**src/rtl/pr_if_id_skid.sv**
```systemverilog
// IF/ID pipeline register with a one-entry skid buffer.
// Holds the PC/instruction pair seen by decode. When a hold arrives while
// the 1-cycle-latency instruction memory already has a fetch in flight,
// that fetch is parked in the skid entry and replayed once the hold lifts.
// Also drives fetch back-pressure, a sticky skid-overflow flag and a
// saturating consecutive-hold counter for performance monitoring.
module pr_if_id_skid #(
  parameter int              XLEN      = 32,
  parameter logic [XLEN-1:0] NOP_INSTR = 32'h00000013,
  parameter int              HCNT_W    = 8
) (
  input  logic              CLK,
  input  logic              RESET,
  input  logic [XLEN-1:0]   PC_IN,
  input  logic [XLEN-1:0]   INSTR_IN,
  input  logic              INSTR_VALID,
  input  logic              FLUSH,
  input  logic              HOLD,
  output logic [XLEN-1:0]   PC_OUT,
  output logic [XLEN-1:0]   INSTR_OUT,
  output logic              VALID_OUT,
  output logic              IF_STALL,
  output logic              SKID_OVF,
  output logic [HCNT_W-1:0] HOLD_CNT
);

  typedef enum logic {
    ST_PASS = 1'b0,   // skid entry empty
    ST_SKID = 1'b1    // skid entry holds a parked fetch
  } state_t;

  state_t            state_q, state_d;

  logic [XLEN-1:0]   pc_q, pc_d;
  logic [XLEN-1:0]   instr_q, instr_d;
  logic              valid_q, valid_d;

  logic [XLEN-1:0]   skid_pc_q, skid_pc_d;
  logic [XLEN-1:0]   skid_instr_q, skid_instr_d;

  logic              ovf_q, ovf_d;
  logic [HCNT_W-1:0] hold_cnt_q, hold_cnt_d;

  // State register for the skid FSM.
  // NOTE: sequential state uses non-blocking (<=) so every flop samples
  // pre-edge values regardless of statement order.
  always_ff @(posedge CLK or negedge RESET) begin
    if (!RESET) state_q <= ST_PASS;
    else        state_q <= state_d;
  end

  // Next-state and next-data logic: FLUSH beats HOLD beats normal capture.
  // NOTE: every signal assigned here gets a default first so no path leaves
  // it unassigned, which would otherwise infer a latch.
  always_comb begin
    state_d      = state_q;
    pc_d         = pc_q;
    instr_d      = instr_q;
    valid_d      = valid_q;
    skid_pc_d    = skid_pc_q;
    skid_instr_d = skid_instr_q;
    ovf_d        = ovf_q;

    if (FLUSH) begin
      // Branch/jump redirect: kill the decode slot and any parked fetch.
      pc_d    = '0;
      instr_d = NOP_INSTR;
      valid_d = 1'b0;
      state_d = ST_PASS;
    end else begin
      unique case (state_q)
        ST_PASS: begin
          if (!HOLD) begin
            pc_d    = PC_IN;
            instr_d = INSTR_VALID ? INSTR_IN : NOP_INSTR;
            valid_d = INSTR_VALID;
          end else if (INSTR_VALID) begin
            // Fetch was already in flight when the hold hit: park it.
            skid_pc_d    = PC_IN;
            skid_instr_d = INSTR_IN;
            state_d      = ST_SKID;
          end
        end
        ST_SKID: begin
          if (!HOLD) begin
            pc_d    = skid_pc_q;
            instr_d = skid_instr_q;
            valid_d = 1'b1;
            state_d = ST_PASS;
          end
          // Fetch is stalled while the skid is full, so any valid input
          // here has nowhere to go and is lost.
          if (INSTR_VALID) ovf_d = 1'b1;
        end
        default: state_d = ST_PASS;
      endcase
    end
  end

  // Saturating count of consecutive hold cycles; any release or flush clears it.
  always_comb begin
    hold_cnt_d = '0;
    if (HOLD && !FLUSH) begin
      hold_cnt_d = (hold_cnt_q == {HCNT_W{1'b1}}) ? hold_cnt_q
                                                  : hold_cnt_q + HCNT_W'(1);
    end
  end

  // Decode-slot registers, skid storage, overflow flag and hold counter.
  // NOTE: the skid data flops are reset too, so a reset mid-hold leaves no
  // stale instruction behind even though occupancy alone would mask it.
  always_ff @(posedge CLK or negedge RESET) begin
    if (!RESET) begin
      pc_q         <= '0;
      instr_q      <= NOP_INSTR;
      valid_q      <= 1'b0;
      skid_pc_q    <= '0;
      skid_instr_q <= NOP_INSTR;
      ovf_q        <= 1'b0;
      hold_cnt_q   <= '0;
    end else begin
      pc_q         <= pc_d;
      instr_q      <= instr_d;
      valid_q      <= valid_d;
      skid_pc_q    <= skid_pc_d;
      skid_instr_q <= skid_instr_d;
      ovf_q        <= ovf_d;
      hold_cnt_q   <= hold_cnt_d;
    end
  end

  // Fetch must stall during a hold and while a parked fetch awaits replay.
  // FLUSH is absent on purpose: the PC mux performs the redirect itself.
  assign IF_STALL  = HOLD | (state_q == ST_SKID);

  assign PC_OUT    = pc_q;
  assign INSTR_OUT = instr_q;
  assign VALID_OUT = valid_q;
  assign SKID_OVF  = ovf_q;
  assign HOLD_CNT  = hold_cnt_q;

endmodule

```
**config.mk**
```make
export PLATFORM = sky130hd
export DESIGN_NAME = pr_if_id_skid
export DESIGN_NICKNAME = d
export VERILOG_FILES = /design/src/rtl/pr_if_id_skid.sv
export SDC_FILE = /design/constraint.sdc
export NUM_CORES = 1
export LEC_CHECK = 0
export BUFFER_PORTS_ARGS = -buffer_cell sky130_fd_sc_hd__buf_2
export CAP_MARGIN = 5
export CORE_MARGIN = 2
export CORE_UTILIZATION = 48
export DETAILED_ROUTE_END_ITERATION = 7
export PLACE_DENSITY = 0.79
export SLEW_MARGIN = 10
export SYNTH_ARGS = -nofsm -noshare
export SYNTH_HDL_FRONTEND = slang
export SYNTH_SLANG_ARGS = --single-unit
```
**constraint.sdc**
```tcl
create_clock -name CLK -period 1.3 [get_ports CLK]
set_input_delay 0.325 -clock CLK [delete_from_list [all_inputs] [get_ports CLK]]
set_output_delay 0.325 -clock CLK [all_outputs]
set_load 0.005 [all_outputs]
```
# --- Word level (Yosys, flattened, before mapping) ---
# Cells that the tools add are included.
word_totals:
  wordCells: 41
  reg_bits: 139
  in_bits: 69
classes:
  bitwise_logic: 3
  addsub: 1
  eq_ne: 4
  n_reduce_logical: 5
  mux: 20
ops:
  columns: ["cell", "count"]
  rows:
  - ["$mux 32", 7]
  - ["$pmux 32 s2", 2]
  - ["$mux 8", 2]
  - ["$add 8x1->8 const B", 1]
  - ["$eq 8x8->1 const B", 1]
  - ["$mux 1", 7]
  - ["$ne 3x3->1 const B", 2]
  - ["$pmux 1 s2", 2]
  - ["$reduce_and 4->1", 1]
  - ["$reduce_and 3->1", 1]
  - ["$ne 2x2->1 const B", 1]
  - ["$not 1->1", 2]
  - ["$reduce_and 2->1", 1]
  - ["$logic_and 1x1->1", 1]
  - ["$logic_not 1->1", 1]
  - ["$or 1x1->1", 1]

# --- Logic depth before layout (Yosys ltp) ---
# Gate-level depths: netlist of the first run.
depth:
  depth_word: 4
  ltp_mapped: 5
  ltp_nobuf: 4

# --- Worst setup path before layout of the first run ---
# OpenSTA, ideal clock, no wires.
synth_path:
  path_kind: "in2reg"
  startpoint: "input port FLUSH"
  endpoint: "register skid_instr_q[10]"
  setup_time_ps: 127
  arrival_ps: 1320
  slack_ps: -148
  path_stages: 5
  path_cell_list: "buf_2 nand2b_4 nor2_8 buf_6 mux2_1"
synth_via:
  elab_chain_cells: 2
synth_lines:
  columns: ["item", "line", "text"]
  rows:
  - ["start: declaration", "17", "input logic FLUSH,"]
  - ["$not 1->1 (no source line)", null, null]
  - ["$reduce_and 4->1 (no source line)", null, null]
  - ["end signal: assignment", "126", "skid_instr_q <= skid_instr_d;"]
  - ["end: declaration", "39", "logic [XLEN-1:0] skid_instr_q, skid_instr_d;"]
# Every way passes these cells.
# A chain may end at the register's enable or synchronous reset.

# --- Worst setup path after layout of the first run ---
layout_path:
  startpoint: "register state_q"
  endpoint: "register instr_q[31], in the netlist INSTR_OUT[31]"
layout_via:
  elab_chain_cells: 3
layout_lines:
  columns: ["item", "line", "text"]
  rows:
  - ["start: declaration", "32", "state_t state_q, state_d;"]
  - ["start signal: assignment", "49", "else state_q <= state_d;"]
  - ["$not 1->1", null, null]
  - ["$pmux 32 s2 / $ne 3x3->1 (equally long branches)", null, null]
  - ["$mux 32 / $reduce_and 2->1 (equally long branches)", null, null]
  - ["end signal: assignment", "123", "instr_q <= instr_d;"]
  - ["end: declaration", "35", "logic [XLEN-1:0] instr_q, instr_d;"]
# Parallel ways exist; a longest one is shown, timed or not.

==> flow_summary.toml, run 1 <==
[power]
p_per_area_nw_per_um2 = 1400
ir_drop_v = 0.00127
p_leak_nw = 4.33
total_power_mw = 12.6

[critical_path]
cp-end-kind = "flop"
cp.required_ns = 1.60
timing.critical_path.buf_inv = 4
cp.arrival_ns = 1.93
cp_slowest_stage_delay_ns = 0.42
cp_slowest_cell = "dfrtp_2"
crit_family = "buffers and inverters"
path_class = "flop to flop"
path_max_fanout = 7
start_kind = "flop"
crit_chain = "buf_6, buf_4, nor2b_4, buf_12, buf_16, a221oi_2, nor3_1"

[route]
drc = 0
via_per_inst = 5.75
drt_iter0_drc = 457
wl_per_cell_um = 21.2
wl_um = 19000
postRouteAntennaNets = 0
firstDrtPassIters = 5
num_vias = 5147

[synth]
netlist_top_cells_area = "dfrtp_1 (55%), mux2_1 (18%), nand2_1 (4.7%)"
yosysUniqueCellTypes = 35
synth_warnings = 0
synth_fp_nets = 583
synth-edff-count = 0
synth-seq-area-share_pct = 57.7
netlist_area_um2 = 6050
synth_common_cells = "dfrtp_1 (133), mux2_1 (96), nand2_1 (75), a21oi_1 (34)"
syn_area_per_cell_um2 = 11.8
yosys.area.top_type = "dfrtp_1"
async_reset_ff_share_pct = 100
synthMostInstantiatedCell = "dfrtp_1"
synth_top_area_share_pct = 55.0
ys_ff_latch = 139
synth_flop_cell = "dfrtp_1"
syn-instance-count = 513

[sta]
timing.clock.skew_ns = 0.0130
max_freq_ghz = 0.613
min_period_ns = 1.63
setup_ws_ns = -0.330
rsz0062_at_grt = "yes"
setup_viol = 134
final_hold_viol_count = 0
maxSlewViolCount = 0
finalCritPeriodShare_pct = 125
maxSlewHeadroom_pct = 76.2
worstMarginPinSlew_ns = 0.357

[clocking]
htreeDepth = 4
clk_latency_ns = 0.42
cts_tree = "built"
cts_buffers = 17
cts_root_buffer = "clkbuf_16"
cts_buffer_depth = 2
path_clk_slew_ns = 0.06
cts.sinks = 139

[worst_hold_path]
hp-class = "input port to flop"

[global_routing]
grt_max_degree = 36
grt_pass1_vias = 5209
grt_usage_pct = 27.3
grt-ovfl-total = 0
grt_pass1_wl_um = 27900
antenna_found_initial = 2

[cells_and_area]
final_util_pct = 74.2
drive_above_1_share_pct = 50.6
multi_input_area_um2 = 2850
area.sequential_um2 = 3490
fillers = 769
nets = 782
fin_area_um2 = 9030
area_delta_synth_final_pct = 49.3

[placement]
place_ws_ns = -0.150
dp_hpwl_um = 10200
post_dp_cell_area_um2 = 7150
portBuffers = 143
gp_congestion = 0.817

[floorplanning]
start_util_pct = 49.7
core.rowCount = 40
io_pins = 144
core-area_um2 = 12200
die_x_um = 116
fp.dieH_um = 116
die_area_um2 = 13500

[status]
run_status = "complete, but fails checks"
violations = "setup timing"

[flow_run]
cap_viol_max_count = 0
-- kinds of logic (layout without fill, tap and decap cells) --
logic type                 count (synthesis)  after routing  share of synthesized area (%)
AOI/OAI and AO/OA                         86             86                           9.75
adders and majority gates                  1              1                          0.207
buffers and inverters                     42            254                           3.79
DFF                                      139            139                           57.7
muxes                                     96             96                           17.9
other                                      0              2                              0
and+or+nand+nor                          149            149                           10.7
-- path summary, 6_finish.rpt --
path	startpoint	endpoint	slack, ns	cells past startpoint
max in group asynchronous	RESET	skid_instr_q[16]	0.43	3
worst min register to register	SKID_OVF	SKID_OVF	0.48	1
min in group asynchronous	RESET	skid_pc_q[22]	0.35	2
worst min-delay path	PC_IN[24]	skid_pc_q[24]	0.15	2
worst max-delay path	state_q	INSTR_OUT[31]	-0.33	7
worst max register to register	state_q	INSTR_OUT[31]	-0.33	7
-- registers in the layout, indices dropped and copies added (netlist names) --
name and count:
state_q 1, skid_pc_q 32, HOLD_CNT 8, INSTR_OUT 32, skid_instr_q 32, SKID_OVF 1, PC_OUT 32, VALID_OUT 1
-- cells in the final DEF, fill, tap and decap left out, drive strengths merged, types with 4 or more instances in the layout --
cell type  Yosys  routed
nand2         75      75
nor2          32      32
a31oi          4       4
dfstp          6       6
bufinv         0       4
dfrtp        133     133
clkinv         0       7
clkbuf        13      26
buf           25     209
mux2          96      96
a221oi        27      27
nor3          31      31
a21oi         34      34
o211ai         5       5
-- cell type report --
class | instances | share of cell area [%]
Tap cell | 168 | 2.33
Clock inverter | 11 | 1.87
Antenna cell | 2 | 0.0554
Clock buffer | 21 | 5.10
Sequential cell | 139 | 38.6
Multi-Input combinational cell | 332 | 31.5
Inverter | 4 | 0.305
Timing Repair Buffer | 218 | 20.2
-- timing repair --
item,CTS,global route
buffers inserted,19,15
gates resized for setup,91,49
endpoints found under the hold margin,19,0
gates cloned,9,6
endpoints found under the setup margin,105,150
pin swaps,1,11
hold buffers,1,0
-- power by group --
part | internal [mW] | switching (mW)
Clock | 3.31 | 1.85
Sequential | 4.91 | 0.396
Combinational | 1.27 | 0.880
-- metrics by stage --
step	setup TNS (ns)	cells	hold slack (ns)
after global placement	-6.52	816	0.220
after CTS	-24.60	877	0.138
after floorplan	-4.95	513	0.0294
after global routing	-34.91	895	0.143
after detailed placement	-9.15	816	0.226
final	-29.70	895	0.145
-- per-layer routing --
layer  GRT usage, %  routed length [um]  up-vias
met4           13.1                 514        0
met3           5.19                1040       34
met1           35.1                7660     2621
li1               -                   -     2247
met5              0                   0        -
met2           44.8                9750      245
No activity file was read; power rests on OpenSTA's default activity.
==> run 2: changes to the inputs <==
--- a/config.mk
+++ b/config.mk
@@ -5,12 +5,13 @@
 export SDC_FILE = /design/constraint.sdc
 export NUM_CORES = 1
 export LEC_CHECK = 0
+export ABC_CLOCK_PERIOD_IN_PS = 1300
 export BUFFER_PORTS_ARGS = -buffer_cell sky130_fd_sc_hd__buf_2
 export CAP_MARGIN = 5
 export CORE_MARGIN = 2
-export CORE_UTILIZATION = 48
+export CORE_UTILIZATION = 45
 export DETAILED_ROUTE_END_ITERATION = 7
-export PLACE_DENSITY = 0.79
+export PLACE_DENSITY = 0.75
 export SLEW_MARGIN = 10
 export SYNTH_ARGS = -nofsm -noshare
 export SYNTH_HDL_FRONTEND = slang
==> flow_summary.toml, run 2 (same netlist as run 1, synthesis figures left out) <==
[status]
run_status = "complete, but fails checks"
violations = "setup timing"

[global_routing]
grt_pass1_wl_um = 28300
grt-ovfl-total = 0
antenna_found_initial = 1
grt_usage_pct = 25.5
grt_pass1_vias = 5326
grt_max_degree = 45

[floorplanning]
io_pins = 144
die_x_um = 120
core-area_um2 = 13200
core.rowCount = 42
die_area_um2 = 14400
start_util_pct = 45.8
fp.dieH_um = 120

[placement]
post_dp_cell_area_um2 = 7070
place_ws_ns = -0.670
portBuffers = 143
gp_congestion = 0.783
dp_hpwl_um = 10200

[clocking]
clk_latency_ns = 0.41
cts.sinks = 139
path_clk_slew_ns = 0.05
cts_buffers = 17
cts_tree = "built"
cts_root_buffer = "clkbuf_16"
cts_buffer_depth = 2
htreeDepth = 4

[power]
ir_drop_v = 0.000817
p_leak_nw = 4.25
p_seq_share_pct = 45.4
p_per_area_nw_per_um2 = 1310
switching_share_pct = 25.9
power_frac_comb_pct = 18.5
pwr-share-clk_pct = 36.1
power.switching_mw = 3.03
p_int_mw = 8.69

[critical_path]
r2r_start = "state_q"
reg2reg_to = "skid_instr_q[27]"
critPathLaunch = "state_q"
path_max_fanout = 8
r2r_slack_ns = -0.31
start_kind = "flop"
cp.required_ns = 1.59
reg2regPathDepth = 6
cp-end-kind = "flop"
cp.arrival_ns = 1.90
path_class = "flop to flop"

[sta]
maxSlewHeadroom_pct = 72.5
finalCritPeriodShare_pct = 124
min_period_ns = 1.61
timing.clock.skew_ns = 0.00507
rsz0062_at_grt = "yes"
max_freq_ghz = 0.621
final_hold_viol_count = 0
setup_viol = 118
maxSlewViolCount = 0
worstMarginPinSlew_ns = 0.413
setup_ws_ns = -0.311

[worst_hold_path]
whs_endpoint = "skid_pc_q[3]"
hold_start = "PC_IN[3]"
hp-class = "input port to flop"
min_path_cells = 2

[flow_run]
cap_viol_max_count = 0

[route]
drt_iter0_drc = 286
firstDrtPassIters = 4
num_vias = 4970
drc = 0
wl_per_cell_um = 20.8
wl_um = 18600
via_per_inst = 5.57
postRouteAntennaNets = 0

[cells_and_area]
drive_above_1_share_pct = 54.1
fin_area_um2 = 8950
layout_commonest_cell = "buf_2"
area_delta_synth_final_pct = 48.0
mostFrequentLayoutCells = "buf_2 (139), dfrtp_1 (131), mux2_4 (80)"
nets = 773
-- run 2: cell count changes in the layout (fill, tap and decap cells not counted), moves of 6 or more --
cell,change
mux2_4,+9
nand2_2,+10
mux2_1,-9
buf_4,-6
nor3_2,+7
nand2_1,-10
nor3_1,-7
a221oi_4,+6
clkbuf_1,+7
a221oi_1,-6
-- run 2: per-layer routing --
layer	global-route usage, %	wire, um	vias to the layer above	share of wire (%)
li1	-	-	2221	-
met1	31.4	7780	2533	42
met4	12.8	569	0	3.1
met2	42.3	9490	164	51
met3	5.66	747	52	4.0
met5	0	0	-	0
-- run 2: repair_timing --
item / 4_1_cts / 5_1_grt
buffers inserted: 20 / 10
hold buffers: 1 / 0
gates resized for setup: 116 / 77
setup endpoints to repair: 124 / 145
gates cloned: 8 / 4
pin swaps: 2 / 12
endpoints found under the hold margin: 19 / 0
-- run 2: power by group through the flow --
| stage | combinational (mW) | clock (mW) | sequential [mW] |
|---|---|---|---|
| 2_1_floorplan | 0.801 | 0 | 5.19 |
| 3_3_place_gp | 1.32 | 0 | 5.22 |
| 3_5_place_dp | 1.39 | 0 | 5.26 |
| 4_1_cts | 1.88 | 4.28 | 5.25 |
| 5_1_grt | 2.32 | 4.50 | 5.37 |
| 6_report | 2.17 | 4.23 | 5.32 |
-- run 2: stage by stage --
stage               power (mW)  hold slack [ns]  utilization [%]  cells  setup TNS, ns
finish                    11.7            0.147             67.8    893         -25.49
floorplan                 5.99           0.0294                -    513          -4.95
detailed placement        6.66            0.212             53.6    821         -34.98
CTS                       11.4            0.128             64.1    882         -19.98
global placement          6.54            0.209             53.6    821         -30.89
global route              12.2            0.149             67.8    893         -31.64
-- run 2: area by class of cell --
type | instances | area [um^2]
clock buffers | 28 | 487
flip-flops and latches | 139 | 3490
fillers | 945 | 4240
well taps | 176 | 220
repair buffers | 208 | 1640
clock inverters | 4 | 20.0
multi-input cells | 333 | 3060
inverters | 4 | 27.5
diodes | 1 | 2.50
-- run 2: worst max-delay path: stages (launching register included) --
cell,delay (ns)
dfrtp_2,0.44
buf_6,0.13
nand2b_4,0.15
nor2_8,0.15
buf_12,0.14
buf_12,0.16
mux2_4,0.31
-- run 2: how the worst max path moves through the flow --
stage	slack [ns]	cells after the start	end
final	-0.31	6	skid_instr_q[27]
after global routing	-0.36	6	skid_pc_q[1]
after CTS	-0.31	6	skid_instr_q[24]
after detailed placement	-0.67	4	INSTR_OUT[10]
after global placement	-0.57	4	INSTR_OUT[13]
after floorplan	-0.09	5	skid_instr_q[10]
==> run 3: changes to the inputs <==
--- a/config.mk
+++ b/config.mk
@@ -5,13 +5,14 @@
 export SDC_FILE = /design/constraint.sdc
 export NUM_CORES = 1
 export LEC_CHECK = 0
+export ABC_AREA = 1
 export ABC_CLOCK_PERIOD_IN_PS = 1300
 export BUFFER_PORTS_ARGS = -buffer_cell sky130_fd_sc_hd__buf_2
 export CAP_MARGIN = 5
 export CORE_MARGIN = 2
 export CORE_UTILIZATION = 45
 export DETAILED_ROUTE_END_ITERATION = 7
-export PLACE_DENSITY = 0.75
+export PLACE_DENSITY = 0.74
 export SLEW_MARGIN = 10
 export SYNTH_ARGS = -nofsm -noshare
 export SYNTH_HDL_FRONTEND = slang
==> flow_summary.toml, run 3 <==
[status]
run_status = "complete, but fails checks"
violations = "setup timing"

[route]
num_vias = 5166
postRouteAntennaNets = 0
drt_iter0_drc = 270
wl_um = 14500
firstDrtPassIters = 4
drc = 0
wl_per_cell_um = 13.4
via_per_inst = 4.77

[cells_and_area]
mostFrequentLayoutCells = "nand2_1 (245), buf_2 (137), dfrtp_1 (132)"
layout_commonest_cell = "nand2_1"
nets = 960
final_cells = 1083
fin_area_um2 = 8200
area_delta_synth_final_pct = 29.3
drive_above_1_share_pct = 35.7
fillers = 1261
n_antenna_cell = 0

[placement]
gp_congestion = 0.781
dp_hpwl_um = 9560
post_dp_cell_area_um2 = 7330
dpl.cell_count = 1031
portBuffers = 143

[synth]
synth-edff-count = 0
synth_flop_cell = "dfrtp_1"
yosys.area.top_type = "dfrtp_1"
ys_ff_latch = 139
syn_area_per_cell_um2 = 8.76
synth_top_area_share_pct = 52.5
netlist_top_cells_area = "dfrtp_1 (52%), nand2_1 (15%), o21ai_0 (7.6%)"
synthMostInstantiatedCell = "nand2_1"
yosysUniqueCellTypes = 25
synth_fp_nets = 794
synth-seq-area-share_pct = 55.0
netlist_area_um2 = 6340
syn-instance-count = 724
synth_common_cells = "nand2_1 (248), dfrtp_1 (133), o21ai_0 (96), inv_1 (74), o21ai_2 (33)"
async_reset_ff_share_pct = 100
synth_warnings = 0

[power]
p_leak_nw = 4.31
p_int_mw = 8.38
ir_drop_v = 0.000928
switching_share_pct = 25.5
p_seq_share_pct = 44.8
total_power_mw = 11.2
power_frac_comb_pct = 13.4
p_per_area_nw_per_um2 = 1370
power.switching_mw = 2.86
pwr-share-clk_pct = 41.8

[sta]
finalCritPeriodShare_pct = 106
worstMarginPinSlew_ns = 0.296
timing.clock.skew_ns = 0.00427
rsz0062_at_grt = "yes"
final.setup.tns_ns = -0.724
hold_ws_ns = 0.118
maxSlewHeadroom_pct = 80.3
max_freq_ghz = 0.724
min_period_ns = 1.38
final_hold_viol_count = 0
maxSlewViolCount = 0
setup_viol = 37
setup_ws_ns = -0.0822

[critical_path]
r2r_start = "state_q"
cp.arrival_ns = 1.06
cp.required_ns = 0.98
path_class = "flop to primary output"
cp-end-kind = "primary output"
critPathLaunch = "state_q"
path_max_fanout = 2
start_kind = "flop"

[clocking]
cts_tree = "built"
htreeDepth = 4
path_clk_slew_ns = 0.06
cts_buffer_depth = 2
cts_root_buffer = "clkbuf_16"
clk_latency_ns = 0.42
cts_buffers = 17
cts.sinks = 139

[global_routing]
antenna_found_initial = 0
grt_pass1_vias = 4832
grt_max_degree = 53
grt-ovfl-total = 0
grt_usage_pct = 19.9
grt_pass1_wl_um = 23100

[floorplanning]
io_pins = 144
fp.dieH_um = 123
die_x_um = 123
core-area_um2 = 13800
die_area_um2 = 15100
core.rowCount = 43
start_util_pct = 45.9

[worst_hold_path]
hold_start = "INSTR_IN[0]"
hp-class = "input port to flop"

[flow_run]
cap_viol_max_count = 0
## run 3: cell count changes after synthesis, moves of 13 or more
cell,delta
inv_1,+72
a221oi_1,-27
nor2_2,+16
mux2_1,-96
nor2_1,-13
nor3_1,-31
a21oi_1,-31
a21oi_2,+24
nand2_1,+173
o21ai_0,+94
o21ai_2,+33
## run 3: layout make-up
class / instances / area (um^2) / area share, %
tap: 180 / 225 / 2.75
clock buffer: 20 / 457 / 5.57
timing repair buffer: 188 / 1280 / 15.7
clock inverter: 12 / 123 / 1.50
inverter: 77 / 292 / 3.56
multi-input combinational: 467 / 2330 / 28.4
sequential: 139 / 3490 / 42.5
## run 3: path summary, 6_finish.rpt
path / end / slack, ns / depth (start not counted)
min in group asynchronous: PC_OUT[12] / 0.31 / 2
max reg2reg: skid_instr_q[6] / -0.02 / 6
max: IF_STALL / -0.08 / 3
max in group asynchronous: INSTR_OUT[4] / 0.50 / 3
min: skid_instr_q[0] / 0.12 / 3
min reg2reg: INSTR_OUT[8] / 0.47 / 2
## run 3: kinds of logic after synthesis
logic type / synth area share, %
fa+ha+maj: 0.197
buf+inv: 9.10
simple gates: 19.0
flops: 55.0
compound gates: 16.8
## run 3: worst max-delay path, cell delays in order (launching register included)
cell and delay, ns:
dfrtp_2 0.42, inv_4 0.07, nand2_2 0.04, buf_2 0.11
## run 3: stage by stage
step                util [%]  worst slack (ns)
floorplan                  -            0.0355
detailed placement      53.0            0.0122
global placement        53.0            0.0446
CTS                     58.2            -0.108
global route            59.3            -0.138
finish                  59.3           -0.0822
## run 3: routing by layer
metal / share of wire [%] / routed length [um] / track usage, %
met5: 0 / 0 / 0
met3: 6.8 / 984 / 7.02
met1: 45 / 6610 / 25.6
met4: 1.2 / 172 / 5.82
met2: 47 / 6790 / 31.7
## run 3: power by group through the flow
stage / Clock [mW] / Sequential, mW / Combinational, mW
after floorplan: 0 / 5.08 / 0.863
after global routing: 5.02 / 5.09 / 1.71
after detailed placement: 0 / 5.10 / 1.43
after CTS: 4.80 / 5.03 / 1.47
after global placement: 0 / 5.08 / 1.40
final: 4.71 / 5.04 / 1.51
## run 3: what timing repair did
| item | 4_1_cts | 5_1_grt |
|---|---|---|
| cloned | 0 | 2 |
| hold buffers | 1 | 0 |
| hold endpoints to repair | 133 | 0 |
| setup endpoints to repair | 12 | 118 |
| pin swaps | 0 | 1 |
| gates resized for setup | 19 | 39 |
| buffers inserted | 9 | 8 |
